### config.mk
export PLATFORM = sky130hd
export DESIGN_NAME = load_store_ctrl
export DESIGN_NICKNAME = d
export VERILOG_FILES = /design/src/rtl/load_store_ctrl.sv
export SDC_FILE = /design/constraint.sdc
export NUM_CORES = 1
export LEC_CHECK = 0
export CAP_MARGIN = 0
export CORE_UTILIZATION = 50
export CTS_CLUSTER_DIAMETER = 100
export DETAILED_ROUTE_END_ITERATION = 10
export GPL_ROUTABILITY_DRIVEN = 0
export PLACE_DENSITY = 0.86
export SETUP_SLACK_MARGIN = 0.5
export SYNTH_ARGS = -nofsm -noshare
export SYNTH_HDL_FRONTEND = slang
export SYNTH_SLANG_ARGS = --single-unit
export TNS_END_PERCENT = 20
### constraint.sdc
create_clock -name clk -period 3.93 [get_ports clk]
set_input_delay 1.179 -clock clk [delete_from_list [all_inputs] [get_ports clk]]
set_output_delay 1.179 -clock clk [all_outputs]
set_load 0.05 [all_outputs]
### src/rtl/load_store_ctrl.sv
// load_store_ctrl: sequences one load/store (lw/lb/sw/sb) at a time against a
// single-port word memory with one-cycle read latency. Byte stores are done as
// read-modify-write of the containing word.
// Optional feature macro: LSU_MISALIGN_CHECK_EN -- when defined, word accesses
// whose effective address is not 4-byte aligned complete with resp_err=1 and
// never touch memory; when undefined the low address bits are ignored.
module load_store_ctrl #(
   parameter int ADDR_W = 5
) (
   input  logic              clk,
   input  logic              reset,
   input  logic              req_valid,
   output logic              req_ready,
   input  logic              req_store,
   input  logic              req_byte,
   input  logic [31:0]       base,
   input  logic [11:0]       imediato,
   input  logic [31:0]       wdata,
   output logic              resp_valid,
   output logic [31:0]       resp_data,
   output logic              resp_err,
   output logic [ADDR_W-1:0] mem_word,
   output logic              mem_re,
   output logic              mem_we,
   output logic [31:0]       mem_wdata,
   input  logic [31:0]       mem_rdata
);

   typedef enum logic [2:0] {
      S_IDLE  = 3'd0,
      S_CALC  = 3'd1,
      S_READ  = 3'd2,
      S_WAIT  = 3'd3,
      S_WRITE = 3'd4,
      S_RESP  = 3'd5
   } state_t;

   state_t              state_q, state_d;
   logic                store_q, byte_q;
   logic [31:0]         base_q, wdata_q;
   logic [11:0]         imm_q;
   logic [ADDR_W+1:0]   ea_q, ea_d;
   logic                req_ready_q, req_ready_d;
   logic                resp_valid_q, resp_valid_d;
   logic                resp_err_q, resp_err_d;
   logic [31:0]         resp_data_q, resp_data_d;
   logic                mem_re_q, mem_re_d;
   logic                mem_we_q, mem_we_d;
   logic [31:0]         mem_wdata_q, mem_wdata_d;
   logic [31:0]         ea_calc_s;
   logic                misalign_s;
   logic [7:0]          rbyte_s;
   logic                unused_s;

   // Select byte lane 'lane' out of a little-endian word.
   function automatic logic [7:0] lane_byte(input logic [31:0] word, input logic [1:0] lane);
      logic [7:0] b;
      case (lane)
         2'd0:    b = word[7:0];
         2'd1:    b = word[15:8];
         2'd2:    b = word[23:16];
         default: b = word[31:24];
      endcase
      return b;
   endfunction

   // Replace byte lane 'lane' of a word, keeping the other lanes.
   function automatic logic [31:0] lane_merge(input logic [31:0] word, input logic [1:0] lane,
                                              input logic [7:0] b);
      logic [31:0] w;
      w = word;
      case (lane)
         2'd0:    w[7:0]   = b;
         2'd1:    w[15:8]  = b;
         2'd2:    w[23:16] = b;
         default: w[31:24] = b;
      endcase
      return w;
   endfunction

   // Effective address; only the bits below ADDR_W+2 reach memory, so it wraps.
   assign ea_calc_s = base_q + {{20{imm_q[11]}}, imm_q};
   assign unused_s  = ^ea_calc_s[31:ADDR_W+2];
   assign rbyte_s   = lane_byte(mem_rdata, ea_q[1:0]);

`ifdef LSU_MISALIGN_CHECK_EN
   assign misalign_s = ~byte_q & (ea_calc_s[1:0] != 2'b00);
`else
   assign misalign_s = 1'b0;
`endif

   // State register plus request latch and registered outputs; reset aborts anything in flight.
   always_ff @(posedge clk) begin
      if (reset) begin
         state_q      <= S_IDLE;
         store_q      <= 1'b0;
         byte_q       <= 1'b0;
         base_q       <= 32'd0;
         imm_q        <= 12'd0;
         wdata_q      <= 32'd0;
         ea_q         <= '0;
         req_ready_q  <= 1'b1;
         resp_valid_q <= 1'b0;
         resp_err_q   <= 1'b0;
         resp_data_q  <= 32'd0;
         mem_re_q     <= 1'b0;
         mem_we_q     <= 1'b0;
         mem_wdata_q  <= 32'd0;
      end else begin
         state_q      <= state_d;
         if (state_q == S_IDLE && req_valid) begin
            store_q <= req_store;
            byte_q  <= req_byte;
            base_q  <= base;
            imm_q   <= imediato;
            wdata_q <= wdata;
         end
         ea_q         <= ea_d;
         req_ready_q  <= req_ready_d;
         resp_valid_q <= resp_valid_d;
         resp_err_q   <= resp_err_d;
         resp_data_q  <= resp_data_d;
         mem_re_q     <= mem_re_d;
         mem_we_q     <= mem_we_d;
         mem_wdata_q  <= mem_wdata_d;
      end
   end

   // Next-state logic: one request at a time, requests outside IDLE are dropped.
   always_comb begin
      state_d = state_q;
      case (state_q)
         S_IDLE: begin
            if (req_valid) state_d = S_CALC;
            else           state_d = S_IDLE;
         end
         S_CALC: begin
            if (misalign_s)              state_d = S_RESP;
            else if (store_q && !byte_q) state_d = S_WRITE;
            else                         state_d = S_READ;
         end
         S_READ:  state_d = S_WAIT;
         S_WAIT: begin
            if (store_q) state_d = S_WRITE;
            else         state_d = S_RESP;
         end
         S_WRITE: state_d = S_RESP;
         S_RESP:  state_d = S_IDLE;
         default: state_d = S_IDLE;
      endcase
   end

   // Output next-values, computed from the upcoming state so outputs line up with states.
   always_comb begin
      req_ready_d  = (state_d == S_IDLE);
      mem_re_d     = (state_d == S_READ);
      mem_we_d     = (state_d == S_WRITE);
      resp_valid_d = (state_d == S_RESP);
      ea_d         = ea_q;
      resp_err_d   = 1'b0;
      resp_data_d  = 32'd0;
      mem_wdata_d  = mem_wdata_q;
      case (state_q)
         S_CALC: begin
            ea_d       = ea_calc_s[ADDR_W+1:0];
            resp_err_d = misalign_s;
            if (state_d == S_WRITE) mem_wdata_d = wdata_q;
            else                    mem_wdata_d = mem_wdata_q;
         end
         S_WAIT: begin
            if (store_q)     mem_wdata_d = lane_merge(mem_rdata, ea_q[1:0], wdata_q[7:0]);
            else if (byte_q) resp_data_d = {{24{rbyte_s[7]}}, rbyte_s};
            else             resp_data_d = mem_rdata;
         end
         default: begin
            resp_data_d = 32'd0;
         end
      endcase
   end

   assign req_ready  = req_ready_q;
   assign resp_valid = resp_valid_q;
   assign resp_err   = resp_err_q;
   assign resp_data  = resp_data_q;
   assign mem_word   = ea_q[ADDR_W+1:2];
   assign mem_re     = mem_re_q;
   assign mem_we     = mem_we_q;
   assign mem_wdata  = mem_wdata_q;

endmodule

## Word-level counts from Yosys, hierarchy flattened

Index checks and enable logic that the tools add are counted.

| storage, ports and cells | value |
|---|---|
| bits in registers | 126 |
| bits of input ports | 113 |
| output and inout bits | 74 |
| logic and storage cells | 49 |

| cells by class | value |
|---|---|
| $add $sub $neg | 1 |
| equality and inequality tests | 11 |
| multiplexer cells | 13 |
| bitwise gates (word level) | 1 |
| reduce and logical (&&, ||, !) cells | 10 |

Operators by type and width:

| cell | number |
|---|---|
| 32-bit 2-to-1 mux | 3 |
| 32-bit one-hot mux with 2 select lines | 1 |
| 8-bit 2-to-1 mux | 4 |
| 8-bit one-hot mux with 3 select lines | 1 |
| 3-bit one-hot mux with 5 select lines | 1 |
| 3-bit by 2-bit equality test with 1-bit output, second input constant | 3 |
| 3-bit equality test, second input constant | 3 |
| 7-bit adder | 1 |
| 3-bit zero test | 2 |
| 3-bit OR reduction | 2 |
| 2-bit != test, second input constant | 2 |
| 3-bit by 1-bit equality test with 1-bit output, second input constant | 1 |
| 3-bit 2-to-1 mux | 1 |
| 3-bit AND reduction | 1 |
| 2-bit by 1-bit equality test with 1-bit output, second input constant | 1 |
| 2-bit equality test, second input constant | 1 |
| 1-bit logical AND | 2 |
| 2-bit zero test | 1 |
| 1-bit 2-to-1 mux | 2 |
| 2-bit nonzero test | 1 |
| 1-bit zero test | 1 |
| 1-bit NOT | 1 |

## Longest topological paths before layout

Gate-level depths: netlist of the first run.

| logic depth | value |
|---|---|
| depth in word-level cells | 7 |
| mapped depth | 7 |
| gate-level depth less buffers | 7 |

## Least setup slack after synthesis of the first run

Ideal clock, no wire load.

| timing path | value |
|---|---|
| kind | input port to flip-flop |
| from | input port mem_rdata[31] |
| to | register resp_data_q[21] (netlist: resp_data[21]) |
| setup time | 0.119 ns |
| data arrival time | 2.031 ns |
| data required time | 3.811 ns |
| slack | 1.780 ns |
| stages | 4 |
| buffers on the path | 1 |
| cells stage by stage | mux4_2 > nand2_1 > buf_4 > a21oi_1 |

| on the way | value |
|---|---|
| longest elaborated chain between the ends | 2 |

RTL lines:

| element | RTL line | RTL |
|---|---|---|
| start: declaration | 26 | `input logic [31:0] mem_rdata` |
| 8-bit one-hot mux with 3 select lines | 58 | `case (lane)` |
| 32-bit 2-to-1 mux | 172 | `else if (byte_q) resp_data_d = {{24{rbyte_s[7]}}, rbyte_s};` |
| end signal: assignment | 122 | `resp_data_q <= resp_data_d;` |
| end: declaration | 46 | `logic [31:0] resp_data_q, resp_data_d;` |

Every way passes these cells.
A chain may end at the register's enable or synchronous reset.

## Worst setup path in the final report of the first run

| timing path | value |
|---|---|
| from | register mem_wdata_q[16] (netlist: mem_wdata[16]) |
| to | output port mem_wdata[16] |

RTL lines:

| element | RTL line | RTL |
|---|---|---|
| start: declaration | 49 | `logic [31:0] mem_wdata_q, mem_wdata_d;` |
| start signal: assignment | 125 | `mem_wdata_q <= mem_wdata_d;` |
| end: declaration | 25 | `output logic [31:0] mem_wdata,` |

No word-level cell between the ends.

==> run metrics, run 1 <==
status=finished, final reports clean; RSZ-0062 raised after global routing=false; placed instance area=7010 µm²; first-pass GRT wire length=25.7 mm; Clock Tree Buf Depth=2; CP Max Fanout=2; area grow syn2layout=34.7%; Worst path max stage delay=0.85 ns; GRT Total Usage=29.0%; share of layout cells above drive strength 1=11.5%; Reg clk slew, reported paths=0.06 ns; crit path cell chain=clkdlybuf4s50_1; R2R Path Start=ea_q[0]; sequential share of the synthesized area=44.9%; PD cells=453 nW/µm²; Worst setup EP type=output pin; syn avg cell area=8.74 µm²; number of global-route vias before repair=5098; Worst-Margin Slew=0.981 ns; Main synth FF type=dfxtp_1; floorplan core area=10900 µm²; CTS tree=built; worst min path class=reg2reg; CP required=2.75 ns; max_slew headroom=34.5%; Top delay family on crit path=buffers and inverters; Worst Skew=0.00709 ns; starting density of the core=51.6%; critical path class=reg2out; clock root buffer=clkbuf_8; synthesized net count=762; CP Launch Type=flip-flop; number of max-cap violations=0; Ant. Diodes=0; post-detail-place hpwl=11.5 mm; r2r worst-path depth=4; minimum clock period=2.92 ns; die height=108 µm; Mapped Area=5610 µm²; Filler cells=797; die area=11700 µm²; number of enable flip-flop cells after synthesis=0; clk_lat worst skew=0.53 ns; initial antenna violation count=0; CP Buf/Inv Count=1; Sequential Area=2520 µm²; HP Start=ea_q[2]; drt initial violations=534; top-level port count=187; Yosys reg bits=126; Yosys warnings=0; Nets=884; Leakage=2.80 nW; Post-CTS Setup Bufs=0; x dimension of the die=108 µm; num rows=38; antenna-violating nets left=0; RR Endpoint=resp_data[21]; total CTS buffers=17; Post-synth ARST share=0%; DRC viols=0; critical path arrival=1.74 ns; Routed wire per std cell=17.9 µm; slowest CP cell=clkdlybuf4s50_1; final hold violations=0; flop2flop setup slack=1.64 ns; Pins Over Slew Limit=0; DR vias=5346; final WL=16.4 mm; H-tree levels=4; Hold Path Stages=2; CTS sink count=126; Worst Hold End=ea_q[2]; TNS Setup=0 ns; Final setup violation count=0; synthesized instance count=642; first-pass iteration count of the detailed router=6; maximum VDD drop=239 µV; post-layout util=69.5%; Distinct cells, synth=55; FMAX=0.342 GHz; post-CTS sizing=0; final worst-path cycle share=74.4%; vias per cell=5.83; final instance area=7560 µm²; largest net degree at the start of global routing=70; # port buffers=155; total grt overflow=0; area of the multi-input gates=2680 µm²; Post-CTS Hold Buffers=0
==> per-layer routing <==
layer / wire length [µm] / up-vias / GRT usage [%]
met1: 6440 / 2470 / 34.7
met5: 0 / - / 0
met2: 7650 / 346 / 47.2
li1: - / 2473 / -
met4: 585 / 0 / 14.4
met3: 1770 / 57 / 8.92
==> synth_stat cells, drive strengths merged (7+ instances only) <==
cell type	number	area [µm²]
buf	43	327
a211oi	10	75.1
o21ai	12	60.1
nor2	45	181
nand2	139	522
nand2b	28	175
inv	7	26.3
clkbuf	17	63.8
dfxtp	126	2520
a21oi	78	409
nand3	14	70.1
a31o	25	219
a311oi	25	231
mux2i	10	100
==> where the power goes <==
group          internal, mW  switching [mW]  leakage [nW]  total (mW)
registers              1.34          0.0632          1.02        1.41
logic                 0.225           0.330          1.52       0.555
clock network         0.870           0.591         0.258        1.46
total                  2.44           0.984          2.80        3.42
==> cells by family (layout without fill, tap and decap cells) <==
| logic type | after synthesis | after routing | share of synthesized area [%] |
|---|---|---|---|
| simple gates | 251 | 251 | 20.8 |
| compound gates | 170 | 170 | 20.7 |
| flops | 126 | 126 | 44.9 |
| buf+inv | 67 | 202 | 7.42 |
| mux | 18 | 18 | 3.99 |
| fa+ha+maj | 7 | 7 | 1.69 |
| xor+xnor | 2 | 2 | 0.312 |
| other cells | 1 | 1 | 0.0668 |
==> registers in the layout, summed over array words and instances (netlist names) <==
| signal | flops |
|---|---|
| req_ready | 1 |
| mem_wdata | 32 |
| mem_re | 1 |
| state_q | 3 |
| store_q | 1 |
| base_q | 7 |
| mem_we | 1 |
| resp_valid | 1 |
| wdata_q | 32 |
| byte_q | 1 |
| imm_q | 7 |
| ea_q | 7 |
| resp_data | 32 |
==> cell type report <==
type | instances | area share [%]
Inverter | 7 | 0.347
Clock buffer | 19 | 5.84
Sequential cell | 126 | 33.3
Multi-Input combinational cell | 449 | 35.4
Tap cell | 140 | 2.32
Timing Repair Buffer | 163 | 21.2
Clock inverter | 13 | 1.54
==> metrics by stage <==
step | total power [mW] | std cells | setup slack [ns] | hold slack (ns)
global placement | 1.95 | 885 | 0.898 | 0.444
detailed placement | 1.97 | 885 | 0.835 | 0.447
global route | 3.54 | 917 | 0.970 | 0.477
CTS | 3.42 | 917 | 1.00 | 0.455
finish | 3.42 | 917 | 1.01 | 0.455
floorplan | 1.79 | 642 | 1.78 | 0.432
==> how the worst max path moves through the flow <==
stage | depth (start not counted) | startpoint | to | slack [ns]
floorplan | 4 | mem_rdata[31] | resp_data[21] | 1.78
global placement | 4 | mem_rdata[15] | resp_data[28] | 0.90
detailed placement | 4 | mem_rdata[7] | resp_data[30] | 0.84
CTS | 1 | mem_wdata[22] | mem_wdata[22] | 1.00
global route | 1 | mem_wdata[30] | mem_wdata[30] | 0.97
finish | 1 | mem_wdata[16] | mem_wdata[16] | 1.01
==> tightest hold or removal path: cells and delay by family (launching register included) <==
family           cells  cell delay, ns
AND/OR/NAND/NOR      1            0.05
AO/OA/AOI/OAI        1            0.05
flip-flops           1            0.31
==> placed cells by master, fill, tap and decap left out, types with 3 or more instances in the layout <==
cell             count
clkdlybuf4s50_1    154
nand2_1            139
dfxtp_1            126
a21oi_1             73
nor2_1              42
nand2b_1            28
a311oi_1            23
a31o_2              23
clkbuf_16           16
nand3_1             14
o21ai_0             12
a211oi_1            10
mux2i_1             10
buf_4                8
inv_1                6
a22oi_1              6
ha_1                 6
clkinvlp_4           6
nor2b_1              5
a21oi_2              5
mux2_2               5
a22o_1               5
nor3_1               4
mux4_2               3
clkbuf_8             3
clkinv_2             3
(Power assumes the default switching activity.)
==> run 2: changes to the inputs <==
- CORE_UTILIZATION: 50 -> 46
- PLACE_DENSITY: 0.86 -> 0.8
- clock period: 3.93 -> 2.87 ns (I/O delays scaled with it)
==> run metrics, run 2 (synthesis gave the netlist of run 1 again) <==
top-level port count=187; starting density of the core=48.1%; Overall Power=4.99 mW; Worst Hold End=ea_q[2]; CTS tree=built; r2r worst-path depth=5; TNS Setup=0 ns; antenna-violating nets left=0; R2R Path Start=ea_q[0]; final hold slack=0.455 ns; clock root buffer=clkbuf_16; Clock Tree Buf Depth=2; worst min path class=reg2reg; total grt overflow=0; Top delay family on crit path=buffers and inverters; Ant. Diodes=0; share of layout cells above drive strength 1=11.8%; Layout Cells excl Fill=923; max_slew headroom=34.8%; first-pass iteration count of the detailed router=6; x dimension of the die=112 µm; minimum clock period=2.44 ns; post-detail-place hpwl=11.8 mm; Routed wire per std cell=18.0 µm; RR Endpoint=mem_wdata[5]; post-CTS sizing=14; most common cell after layout, fill and taps aside=nand2_1; Nets=887; die height=112 µm; final WL=16.6 mm; Worst setup EP type=output pin; num rows=39; Final setup violation count=0; FMAX=0.410 GHz; GRT Total Usage=26.6%; crit path cell chain=clkdlybuf4s50_1; Leakage=3.14 nW; RSZ-0062 raised after global routing=true; number of global-route vias before repair=4947; maximum VDD drop=373 µV; Worst Skew=0.0235 ns; drt initial violations=563; status=finished, final reports clean; critical path arrival=1.58 ns; most frequent cells in the layout=nand2_1, clkdlybuf4s50_1, dfxtp_1, a21oi_1, nor2_1; final worst-path cycle share=85.1%; die area=12700 µm²; H-tree levels=4; Post-CTS Hold Buffers=0; CP Max Fanout=2; final hold violations=0; PD cells=649 nW/µm²; Hold Path Stages=2; placed insts=891; DR vias=5228; CP Buf/Inv Count=1; flop2flop setup slack=0.68 ns; final instance area=7690 µm²; DRC viols=0; clk_lat worst skew=0.42 ns; critical path class=reg2out; CP Launch Type=flip-flop; total CTS buffers=17; HP Start=ea_q[2]; Worst path max stage delay=0.82 ns; # port buffers=155; Reg clk slew, reported paths=0.06 ns; largest net degree at the start of global routing=61; CTS sink count=126; Filler cells=942; Worst-Margin Slew=0.976 ns; first-pass GRT wire length=25.9 mm; Pins Over Slew Limit=0; initial antenna violation count=0; floorplan core area=11700 µm²; placed instance area=7040 µm²; vias per cell=5.66; Post-CTS Setup Bufs=0; number of max-cap violations=0; CP required=2.01 ns; area grow syn2layout=37.1%; slowest CP cell=clkdlybuf4s50_1
==> run 2: area by class of cell <==
class	count	area (µm²)	share of cell area [%]
inverter	7	26.3	0.341
timing repair buffer	166	1650	21.5
clock inverter	13	188	2.44
multi-input combinational	449	2680	34.8
tap	143	179	2.33
clock buffer	19	453	5.89
sequential	126	2520	32.8
==> run 2: report_power, final <==
group          total (mW)  switching, mW  internal [mW]
clock                2.30          0.802           1.50
combinational       0.759          0.446          0.313
sequential           1.93         0.0891           1.84
==> run 2: per-stage QoR <==
stage	util, %	setup WS (ns)
floorplan	-	1.04
global placement	60.4	0.442
detailed placement	60.4	0.407
CTS	65.7	0.420
global route	66.0	0.403
finish	66.0	0.429
==> run 2: how the worst max path moves through the flow <==
stage / start / end / cells after the start
2_1_floorplan: mem_rdata[31] / resp_data[21] / 4
3_3_place_gp: mem_rdata[31] / resp_data[12] / 5
3_5_place_dp: mem_rdata[31] / resp_data[9] / 5
4_1_cts: mem_wdata[19] / mem_wdata[19] / 1
5_1_grt: mem_wdata[12] / mem_wdata[12] / 1
6_report: ea_q[6] / mem_word[4] / 1
==> run 2: routing by layer <==
| metal | wire [µm] | part of all wire, % | track usage [%] |
|---|---|---|---|
| met4 | 385 | 2.3 | 10.6 |
| met3 | 1410 | 8.5 | 6.80 |
| met5 | 0 | 0 | 0 |
| met1 | 7100 | 43 | 34.4 |
| met2 | 7700 | 46 | 42.5 |
==> run 3: changes to the inputs <==
- CORE_ASPECT_RATIO: not set -> 0.6
- CORE_MARGIN: not set -> 2
==> run metrics, run 3 (synthesis gave the netlist of run 1 again) <==
Final setup violation count=0; TNS Setup=0 ns; number of max-cap violations=0; Reg clk slew, reported paths=0.06 ns; DR vias=5251; Max Used Layer=met4; CP required=2.01 ns; critical path arrival=1.56 ns; initial antenna violation count=0; final hold slack=0.457 ns; Worst-Margin Slew=1.12 ns; CP Max Fanout=2; num rows=31; DRC viols=0; Worst Skew=0.00616 ns; FMAX=0.413 GHz; antenna-violating nets left=0; Leakage=3.15 nW; Clock Tree Buf Depth=2; Routed wire per std cell=18.5 µm; R2R Path Start=state_q[2]; Nets=887; Post-CTS Hold Buffers=0; RSZ-0062 raised after global routing=true; final worst-path cycle share=84.3%; slowest CP cell=clkdlybuf4s50_1; Final WS setup=0.450 ns; CTS tree=built; clock root buffer=clkbuf_16; floorplan core area=12000 µm²; post-detail-place hpwl=12.5 mm; number of global-route vias before repair=4810; CTS sink count=126; PD cells=658 nW/µm²; CP Buf/Inv Count=1; CP Launch Type=flip-flop; Worst Hold End=wdata_q[19]; critical path class=reg2out; die height=89.6 µm; metal3 WL=2.26 mm; Top delay family on crit path=buffers and inverters; worst min path class=reg2reg; HP Start=wdata_q[19]; final WL=17.5 mm; final hold violations=0; first-pass GRT wire length=26.6 mm; area grow syn2layout=38.0%; total CTS buffers=17; Worst Setup SP=mem_wdata[2]; r2r worst-path depth=3; drt initial violations=513; top-level port count=187; minimum clock period=2.42 ns; maximum VDD drop=448 µV; Hold Path Stages=2; status=finished, final reports clean; Worst path max stage delay=0.82 ns; vias per cell=5.56; starting density of the core=46.8%; crit path cell chain=clkdlybuf4s50_1; share of layout cells above drive strength 1=11.7%; flop2flop setup slack=0.79 ns; clk_lat worst skew=0.41 ns; routed wl met2=7.22 mm; max_slew headroom=25.5%; first-pass iteration count of the detailed router=6; GRT Total Usage=26.7%; most frequent cells in the layout=nand2_1, clkdlybuf4s50_1, dfxtp_1, a21oi_1, nor2_1; dpl ws=0.214 ns; Pins Over Slew Limit=0; Routed met1 length=7.75 mm; largest net degree at the start of global routing=69; Worst setup EP type=output pin; # port buffers=155; most common cell after layout, fill and taps aside=nand2_1; total grt overflow=0; H-tree levels=4; x dimension of the die=147 µm; RR Endpoint=resp_data[3]; Ant. Diodes=0; die area=13100 µm²
[run 3: cell types whose count changed in the layout (fill, tap and decap cells not counted)]
cell        before  now
clkbuf_1         0    1
inv_6            1    2
clkinvlp_4       3    1
bufinv_16        4    5
clkinv_2         2    1
[run 3: layer usage]
metal,global-route usage (%),vias to the layer above
li1,-,2476
met1,38.0,2429
met2,39.2,322
met3,8.64,24
met4,7.33,0
met5,0,-
[run 3: report_power, final]
group / switching, mW / leakage, nW / total, mW / internal (mW)
clock network: 0.795 / 0.321 / 2.39 / 1.59
registers: 0.0890 / 1.02 / 1.93 / 1.84
logic: 0.462 / 1.81 / 0.778 / 0.316
[run 3: worst max-delay path by stage]
stage | to | depth (start not counted) | slack (ns)
after floorplan | resp_data[21] | 4 | 1.04
after global placement | resp_data[10] | 5 | 0.24
after detailed placement | resp_data[8] | 5 | 0.21
after CTS | mem_wdata[25] | 1 | 0.42
after global routing | mem_wdata[19] | 1 | 0.41
final | mem_wdata[2] | 1 | 0.45
[run 3: layout make-up]
cell class,instances,area [µm²]
fillers,953,4240
multi-input cells,449,2680
flip-flops and latches,126,2520
repair buffers,166,1650
clock buffers,20,457
clock inverters,12,206
well taps,165,206
inverters,7,26.3
[run 3: per-stage QoR]
| stage | util (%) | instances | cell area [µm²] | total power, mW |
|---|---|---|---|---|
| floorplan | - | 642 | 5610 | 2.45 |
| global placement | 59.0 | 913 | 7070 | 2.70 |
| detailed placement | 59.0 | 913 | 7070 | 2.72 |
| CTS | 64.4 | 945 | 7720 | 5.10 |
| global route | 64.6 | 945 | 7740 | 5.27 |
| finish | 64.6 | 945 | 7740 | 5.10 |
[run 3: what timing repair did]
item | 4_1_cts | 5_1_grt
gates resized for setup | 14 | 11
pin swaps | 0 | 0
setup endpoints to repair | 71 | 59
buffers inserted | 0 | 0
cloned | 0 | 0
